==> config.mk <==
export PLATFORM = sky130hd
export DESIGN_NAME = ats21_cmd_master
export DESIGN_NICKNAME = d
export VERILOG_FILES = /design/src/rtl/ats21_cmd_master.sv
export SDC_FILE = /design/constraint.sdc
export NUM_CORES = 1
export LEC_CHECK = 0
export ABC_CLOCK_PERIOD_IN_PS = 2300
export BUFFER_PORTS_ARGS = -buffer_cell sky130_fd_sc_hd__buf_2
export CAP_MARGIN = 5
export CORE_ASPECT_RATIO = 1.1
export CORE_MARGIN = 5
export CORE_UTILIZATION = 30
export DETAILED_ROUTE_END_ITERATION = 8
export PLACE_DENSITY = 0.55
export SLEW_MARGIN = 20
export SYNTH_ARGS = -nofsm -noshare
export SYNTH_HDL_FRONTEND = slang
export SYNTH_SLANG_ARGS = --single-unit
==> constraint.sdc <==
create_clock -name clk -period 2.3 [get_ports clk]
set_clock_uncertainty 0.2 [all_clocks]
set_input_delay 0.46 -clock clk [delete_from_list [all_inputs] [get_ports clk]]
set_output_delay 0.46 -clock clk [all_outputs]
set_load 0.05 [all_outputs]
==> src/rtl/ats21_cmd_master.sv <==
// ATS21 command initiator: queues 32-bit instructions, issues them as two 16-bit beats, retries on Nack.
// Optional alarm edge capture is built when ATS21_ALARM_CAPTURE_EN is defined.
//
// state | meaning
// IDLE  | wait for a queued command, pop it (nop answers directly)
// TOP   | drive upper instruction half next cycle
// BOT   | drive lower instruction half next cycle
// WAIT  | count RESP_LAT cycles, then sample Ack/Nack
// GAP   | one idle bus cycle; emits the result if one is pending
module ats21_cmd_master #(
    parameter int FIFO_DEPTH = 4,
    parameter int CLIENT_SEL = 0,
    parameter int RESP_LAT   = 1,
    parameter int MAX_RETRY  = 2,
    parameter int NUM_ALARMS = 24
) (
    input  logic                  clk,
    input  logic                  reset,
    input  logic                  cmd_valid,
    output logic                  cmd_ready,
    input  logic [31:0]           cmd_data,
    output logic                  rsp_valid,
    output logic                  rsp_ok,
    output logic [2:0]            rsp_opcode,
    output logic [2:0]            rsp_retries,
    output logic                  ats_req,
    output logic [15:0]           ats_ctrl,
    input  logic [1:0]            ats_stat,
    input  logic [NUM_ALARMS-1:0] ats_data,
    output logic [NUM_ALARMS-1:0] alarm_pending,
    input  logic [NUM_ALARMS-1:0] alarm_clr,
    output logic                  alarm_irq
);

    localparam int              PTR_W       = $clog2(FIFO_DEPTH);
    localparam logic [PTR_W:0]  DEPTH_C     = (PTR_W + 1)'(FIFO_DEPTH);
    localparam logic [2:0]      MAX_RETRY_C = 3'(MAX_RETRY);
    localparam logic [1:0]      WAIT_LOAD   = 2'(RESP_LAT - 1);
    localparam logic            SEL_C       = CLIENT_SEL[0];

    typedef enum logic [2:0] {S_IDLE, S_TOP, S_BOT, S_WAIT, S_GAP} state_t;

    logic [31:0]      fifo_mem [FIFO_DEPTH];
    logic [PTR_W-1:0] wr_ptr, rd_ptr;
    logic [PTR_W:0]   count, count_nx;
    logic             push, pop;
    logic [31:0]      fifo_head;

    state_t     state, state_nx;
    logic [31:0] cur_cmd;
    logic [2:0] retries, retries_nx;
    logic [1:0] wait_cnt, wait_nx;
    logic       pend, pend_nx, pend_ok, pend_ok_nx;
    logic       ack;
    logic       unused_stat;

    assign push        = cmd_valid && cmd_ready;
    assign fifo_head   = fifo_mem[rd_ptr];
    assign ack         = ats_stat[SEL_C];
    assign unused_stat = ^ats_stat;

    always_comb begin
        count_nx = count;
        if (push && !pop)
            count_nx = count + 1'b1;
        else if (!push && pop)
            count_nx = count - 1'b1;
    end

    // cmd_ready is registered from the next occupancy, so it never sees a same-cycle pop
    always_ff @(posedge clk) begin
        if (reset) begin
            wr_ptr    <= '0;
            rd_ptr    <= '0;
            count     <= '0;
            cmd_ready <= 1'b0;
        end else begin
            if (push)
                wr_ptr <= wr_ptr + 1'b1;
            if (pop)
                rd_ptr <= rd_ptr + 1'b1;
            count     <= count_nx;
            cmd_ready <= count_nx < DEPTH_C;
        end
    end

    always_ff @(posedge clk) begin
        if (push)
            fifo_mem[wr_ptr] <= cmd_data;
    end

    always_ff @(posedge clk) begin
        if (reset) begin
            state    <= S_IDLE;
            cur_cmd  <= '0;
            retries  <= '0;
            wait_cnt <= '0;
            pend     <= 1'b0;
            pend_ok  <= 1'b0;
        end else begin
            state    <= state_nx;
            if (pop)
                cur_cmd <= fifo_head;
            retries  <= retries_nx;
            wait_cnt <= wait_nx;
            pend     <= pend_nx;
            pend_ok  <= pend_ok_nx;
        end
    end

    always_comb begin
        state_nx   = state;
        pop        = 1'b0;
        retries_nx = retries;
        wait_nx    = wait_cnt;
        pend_nx    = 1'b0;
        pend_ok_nx = 1'b0;
        case (state)
            S_IDLE: begin
                if (count != '0) begin
                    pop        = 1'b1;
                    retries_nx = '0;
                    if (fifo_head[31:29] == 3'b000) begin
                        state_nx   = S_GAP;
                        pend_nx    = 1'b1;
                        pend_ok_nx = 1'b1;
                    end else begin
                        state_nx = S_TOP;
                    end
                end
            end
            S_TOP: state_nx = S_BOT;
            S_BOT: begin
                state_nx = S_WAIT;
                wait_nx  = WAIT_LOAD;
            end
            S_WAIT: begin
                if (wait_cnt == '0) begin
                    state_nx = S_GAP;
                    if (ack) begin
                        pend_nx    = 1'b1;
                        pend_ok_nx = 1'b1;
                    end else if (retries < MAX_RETRY_C) begin
                        retries_nx = retries + 1'b1;
                    end else begin
                        pend_nx = 1'b1;
                    end
                end else begin
                    wait_nx = wait_cnt - 1'b1;
                end
            end
            S_GAP: state_nx = pend ? S_IDLE : S_TOP;
            default: state_nx = S_IDLE;
        endcase
    end

    // Bus and result registers follow the state one cycle later
    always_ff @(posedge clk) begin
        if (reset) begin
            ats_req     <= 1'b0;
            ats_ctrl    <= '0;
            rsp_valid   <= 1'b0;
            rsp_ok      <= 1'b0;
            rsp_opcode  <= '0;
            rsp_retries <= '0;
        end else begin
            ats_req <= (state == S_TOP) || (state == S_BOT);
            case (state)
                S_TOP:   ats_ctrl <= cur_cmd[31:16];
                S_BOT:   ats_ctrl <= cur_cmd[15:0];
                default: ats_ctrl <= '0;
            endcase
            rsp_valid <= (state == S_GAP) && pend;
            if ((state == S_GAP) && pend) begin
                rsp_ok      <= pend_ok;
                rsp_opcode  <= cur_cmd[31:29];
                rsp_retries <= retries;
            end
        end
    end

`ifdef ATS21_ALARM_CAPTURE_EN
    logic [NUM_ALARMS-1:0] ats_data_q;
    logic [NUM_ALARMS-1:0] pending_nx;

    // A rise in the same cycle as a clear keeps the bit set
    assign pending_nx = (alarm_pending & ~alarm_clr) | (ats_data & ~ats_data_q);

    always_ff @(posedge clk) begin
        if (reset) begin
            ats_data_q    <= '0;
            alarm_pending <= '0;
            alarm_irq     <= 1'b0;
        end else begin
            ats_data_q    <= ats_data;
            alarm_pending <= pending_nx;
            alarm_irq     <= |pending_nx;
        end
    end
`else
    logic unused_alarm;

    assign alarm_pending = '0;
    assign alarm_irq     = 1'b0;
    assign unused_alarm  = ^{ats_data, alarm_clr};
`endif

endmodule

After elaboration in Yosys (flattened, before gate mapping)
Memories as Yosys holds them, arrays and structs flattened. A register that Yosys moved wholly into a read port is not among the register bits.
Cells that the tools add are included.
{"block": "word_totals", "regBits": 75, "ramBits": 128, "in_bits": 85, "output_inout_bits": 51, "word_cells": 80, "n_memories": 1}
{"block": "op_classes", "addsub": 6, "order_cmp": 2, "eq_ne": 9, "mux": 30, "reduce_logical": 16}
{"name": "fifo_mem", "depth": 4, "word_bits": 32, "rd": 1, "rd_clocked_by_memory_dff": 1, "wr": 1, "line_no": "43", "text": "logic [31:0] fifo_mem [FIFO_DEPTH];"}
{"op": "$pmux W16 S2", "count": 1}
{"op": "$mux W3", "count": 9}
{"op": "$pmux W3 S5", "count": 1}
{"op": "$mux W1", "count": 12}
{"op": "$ne A2 B2 Y1 const B", "count": 5}
{"op": "$add A3 B1 Y3 const B", "count": 2}
{"op": "$eq A3 B2 Y1 const B", "count": 2}
{"op": "$logic_not A3 Y1", "count": 2}
{"op": "$mux W2", "count": 3}
{"op": "$pmux W3 S2", "count": 1}
{"op": "$reduce_and A5 Y1", "count": 1}
{"op": "$add A2 B1 Y2 const B", "count": 2}
{"op": "$logic_and A1 B1 Y1", "count": 4}
{"op": "$pmux W1 S2", "count": 2}
{"op": "$pmux W2 S2", "count": 1}
{"op": "$reduce_and A2 Y1", "count": 2}
{"op": "$reduce_bool A2 Y1", "count": 2}
{"op": "$eq A3 B1 Y1 const B", "count": 1}
{"op": "$eq A3 B3 Y1 const B", "count": 1}
{"op": "$lt A3 B2 Y1 const B", "count": 1}
{"op": "$lt A3 B3 Y1 const B", "count": 1}
{"op": "$reduce_bool A3 Y1", "count": 1}
{"op": "$sub A3 B1 Y3 const B", "count": 1}
{"op": "$logic_not A1 Y1", "count": 2}
{"op": "other kinds (3)", "count": 3}

Logic depth before layout (Yosys ltp)
{"block": "depth", "ltp_word": 7, "depth_mapped": 12, "mapped_depth_nobuf": 10}

Worst setup path after synthesis
OpenSTA, ideal clock, no wires.
{"block": "synth_timing", "kind": "reg2reg", "from": "register count[0]", "to": "register count[2]", "setup_ns": 0.127, "arrival_time_ns": 2.129, "required_time_ns": 1.973, "path_slack_ns": -0.156, "path_stages_with_launch": 12, "path_buffers": 2, "synth_period_minus_slack_ns": 2.456, "path_cell_list": "dfxtp_1 inv_1 ha_1 nor2b_1 or3_1 buf_2 buf_1 ha_1 and3b_1 a21oi_1 xnor2_1 nor2b_1"}
{"block": "synth_between", "elab_chain_cells": 6, "elab_cells_between_ends": 10, "cone_classes": "add/sub: 2; mux: 4; reduce/logical: 4"}
{"item": "start: declaration", "line_no": "45", "text": "logic [PTR_W:0] count, count_nx;"}
{"item": "start signal: assignment", "line_no": "82", "text": "count <= count_nx;"}
{"item": "$reduce_bool A3 Y1", "line_no": "120", "text": "if (count != '0) begin"}
{"item": "$mux W1", "line_no": "120"}
{"item": "$mux W1", "line_no": "118", "text": "case (state)"}
{"item": "$logic_and A1 B1 Y1 or $logic_not A1 Y1 (tied branches)", "line_no": "66, 64"}
{"item": "$mux W3 or $logic_and A1 B1 Y1 (tied branches)", "line_no": "66, 64"}
{"item": "$mux W3 (*)", "line_no": "64", "text": "if (push && !pop)"}
Every way passes the cells marked *; elsewhere a longest branch is shown, timed or not.
A chain may end at the register's enable or synchronous reset.

Final worst setup path
Same ends and word-level chain as after synthesis.

==> results.yml <==
sta:
  rsz0062_at_grt: "no"
  min_period_over_period: 0.944
  period_needed_ps: 2170
  worst_pin_slew_ps: 712
  report.final.slew_viol_count: 0
  fin_ws_ps: 128
  max_freq_mhz: 461
  hold_viol_final: 0
  setup_viol: 0
  setup_tns_ps: 0
  slew_headroom: 0.523
worst_setup_path:
  crit_type: "reg2reg"
  worstSetupStartpoint: "count[0]"
  cpMaxStageDelayCell: "or3_4"
  crit_required_ps: 2480
  r2r_start: "count[0]"
  crit_arrival_ps: 2350
  cp_slowest_stage_delay_ps: 380
  worstSetupEndpointType: "flop"
  cp-start-kind: "flop"
  path_cells: "inv_1 -> ha_1 -> nor2b_1 -> or3_4 -> ha_4 -> and3b_1 -> a21oi_1 -> xnor2_1 -> nor2b_2"
  path_max_fanout: 5
global_routing:
  grt_max_degree: 73
  antenna_found_initial: 1
  grt.busiest_layer: "met2"
  grt_pass1_vias: 4642
  grt_use_met3: 0.0229
  grt_usage: 0.107
  grt_pass1_wl_um: 25000
  gr-total-overflow: 0
  grt_use_met1: 0.137
  grt.met2_usage: 0.181
cells_and_area:
  drive_above_1_share: 0.241
  final.fill_count: 2394
  syn2layout_area_growth_pct: 23.3
  ff_latch_area_um2: 5390
  fin_nets: 728
  multiInputGateArea_um2: 2090
placed_design:
  pre_cts_slack_ps: 3.28
  dp.final_hpwl_um: 9590
  portBuffers: 61
  gp_congestion: 0.748
yosys:
  synth_warnings: 0
  synthTopCellsByCount: "edfxtp_1, dfxtp_1, nand2_1, a21oi_1, nor2_1"
  syn_area_um2: 7700
  synth_cell_types: 39
  synth_cells: 525
  synth_seq_cells: 205
  synth_top_area_share: 0.499
  synth_enable_flop_cells: 128
  synth-main-ff-cell: "edfxtp_1"
  synth_area_leaders: "edfxtp_1, dfxtp_1, mux4_2, nand2_1, buf_4"
  async_flop_share: 0
  avgSynthCellArea_um2: 14.7
  synth.most_common_cell: "edfxtp_1"
  yosysSeqAreaShare: 0.699
  yosys.area.top_type: "edfxtp_1"
power_and_ir_drop:
  p_per_area_nw_per_um2: 1100
  ir_drop_uv: 507
  leakagePower_uw: 0.00335
  seq_power_share: 0.442
  p_clk_frac: 0.324
  switching_power_uw: 3090
  switching_share: 0.295
  p_comb_frac: 0.234
  internal-power_uw: 7380
route:
  wirelength_um: 15300
  dr_total_vias: 4387
  ant_nets: 0
  drc: 0
  via_per_inst: 4.41
  drt_iter0_markers: 239
  first_pass_iters: 4
  routedWlPerCell_um: 15.3
floorplan:
  die_w_um: 163
  dieArea_um2: 29000
  core-area_um2: 25300
  initial_core_util: 0.305
  fp.dieH_um: 178
  pin_count: 136
  fp-row-count: 61
clock_network:
  cts_buffers: 22
  clock_path_buffers: 3
  cts_max_level: 1
  cts_sinks: 205
  cts_tree: "built"
  cts.root.buffer_cell: "clkbuf_16"
  cts.clk_slew.worst_paths_ps: 60
  clk_latency_ps: 490
status:
  status: "completed"
min_path:
  worstHoldStart: "ats_stat[0]"
  min_path_type: "in2reg"
job:
  maxCapViolations: 0
cells by family (layout without fill, tap and decap cells):
kind of cell	Yosys count	after routing	synth area share
AOI/OAI and AO/OA	68	68	0.0523
xor gates and xnor gates	3	3	0.00341
adders and majority gates	11	11	0.0179
buffers and inverters	61	160	0.0465
DFF	205	205	0.699
muxes	39	39	0.103
other	1	26	0.000487
and+or+nand+nor	137	137	0.0776
what timing repair did:
| item | CTS | global route |
|---|---|---|
| setup endpoints to repair | 1 | 3 |
| hold buffers | 32 | 0 |
| resized for setup | 1 | 6 |
| pin swaps | 0 | 2 |
| buffers inserted | 0 | 0 |
| hold endpoints to repair | 128 | 0 |
placed cells by master (no fill, tap or decap), types with 2 or more instances in the layout:
master | Yosys | final
a211oi_1 | 2 | 2
clkbuf_1 | 11 | 4
a21oi_1 | 39 | 39
conb_1 | 1 | 25
mux4_2 | 32 | 32
dfxtp_1 | 77 | 74
nand2_1 | 73 | 73
nor2b_1 | 3 | 2
nor3b_2 | 1 | 2
ha_4 | 0 | 2
ha_1 | 11 | 9
nand3_1 | 2 | 2
o21ai_0 | 5 | 5
dfxtp_2 | 0 | 3
mux2i_1 | 7 | 7
buf_4 | 30 | 12
buf_12 | 0 | 6
nand2b_1 | 2 | 2
nor3_1 | 2 | 2
buf_2 | 6 | 61
dlygate4sd3_1 | 0 | 32
edfxtp_1 | 128 | 128
and3_1 | 7 | 7
clkbuf_16 | 0 | 24
inv_1 | 8 | 9
clkbuf_8 | 0 | 3
xnor2_1 | 3 | 3
nor2_1 | 37 | 37
a22oi_1 | 17 | 17
clkinvlp_4 | 0 | 3
inv_4 | 0 | 2
power groups by stage:
| stage | logic [uW] | clock network, uW | registers [uW] |
|---|---|---|---|
| finish | 2450 | 3390 | 4620 |
| global route | 2730 | 3640 | 4680 |
| CTS | 2450 | 3490 | 4630 |
| detailed placement | 2380 | 0 | 4710 |
| global placement | 2320 | 0 | 4680 |
| floorplan | 1690 | 0 | 4750 |
cell type report:
| type | count | share of cell area |
|---|---|---|
| repair buffers | 111 | 0.0880 |
| clock buffers | 31 | 0.0692 |
| inverters | 9 | 0.00382 |
| clock inverters | 9 | 0.00619 |
| multi-input cells | 283 | 0.220 |
| well taps | 346 | 0.0456 |
| diodes | 1 | 0.000263 |
| flip-flops and latches | 205 | 0.567 |
layer usage:
| metal | wire [um] | vias to the layer above | part of all wire |
|---|---|---|---|
| li1 | - | 2095 | - |
| met1 | 6580 | 2150 | 0.43 |
| met2 | 7380 | 112 | 0.48 |
| met3 | 870 | 30 | 0.057 |
| met4 | 433 | 0 | 0.028 |
| met5 | 0 | - | 0 |
registers in the layout, indices dropped and copies added, names as in the netlist, named ones only:
register and count:
wr_ptr 2, ats_ctrl 16, rsp_ok 1, fifo_mem 128
pend_ok 1, wait_cnt 2, rd_ptr 2, rsp_retries 3
rsp_opcode 3, state 3, rsp_valid 1, ats_req 1
cur_cmd 32, cmd_ready 1, count 3, pend 1
retries 3
worst max-delay path, delay by kind of cell, from the launching register on:
kind | cells | cell delay, ps
AO/OA/AOI/OAI | 1 | 50
XOR/XNOR | 1 | 140
adder cells (fa/ha/maj) | 2 | 380
buffers and inverters | 1 | 60
flip-flops | 1 | 350
AND/OR/NAND/NOR | 4 | 870
through the flow:
| step | total power [uW] | utilization | area (um^2) | hold slack (ps) | std cells |
|---|---|---|---|---|---|
| final | 10500 | 0.376 | 9500 | 20.4 | 995 |
| after global placement | 7000 | 0.334 | 8430 | 245 | 922 |
| after detailed placement | 7090 | 0.334 | 8430 | 251 | 922 |
| after global routing | 11100 | 0.376 | 9500 | 61.8 | 995 |
| after CTS | 10600 | 0.375 | 9470 | 10.4 | 994 |
| after floorplan | 6440 | - | 7820 | 236 | 549 |
worst paths after layout:
path                  to  slack, ps  depth (start not counted)
max             count[2]        130                          9
min              pend_ok         20                          3
max reg2reg     count[2]        130                          9
min reg2reg  cur_cmd[16]        260                          2
No activity file was read; power rests on OpenSTA's default activity.
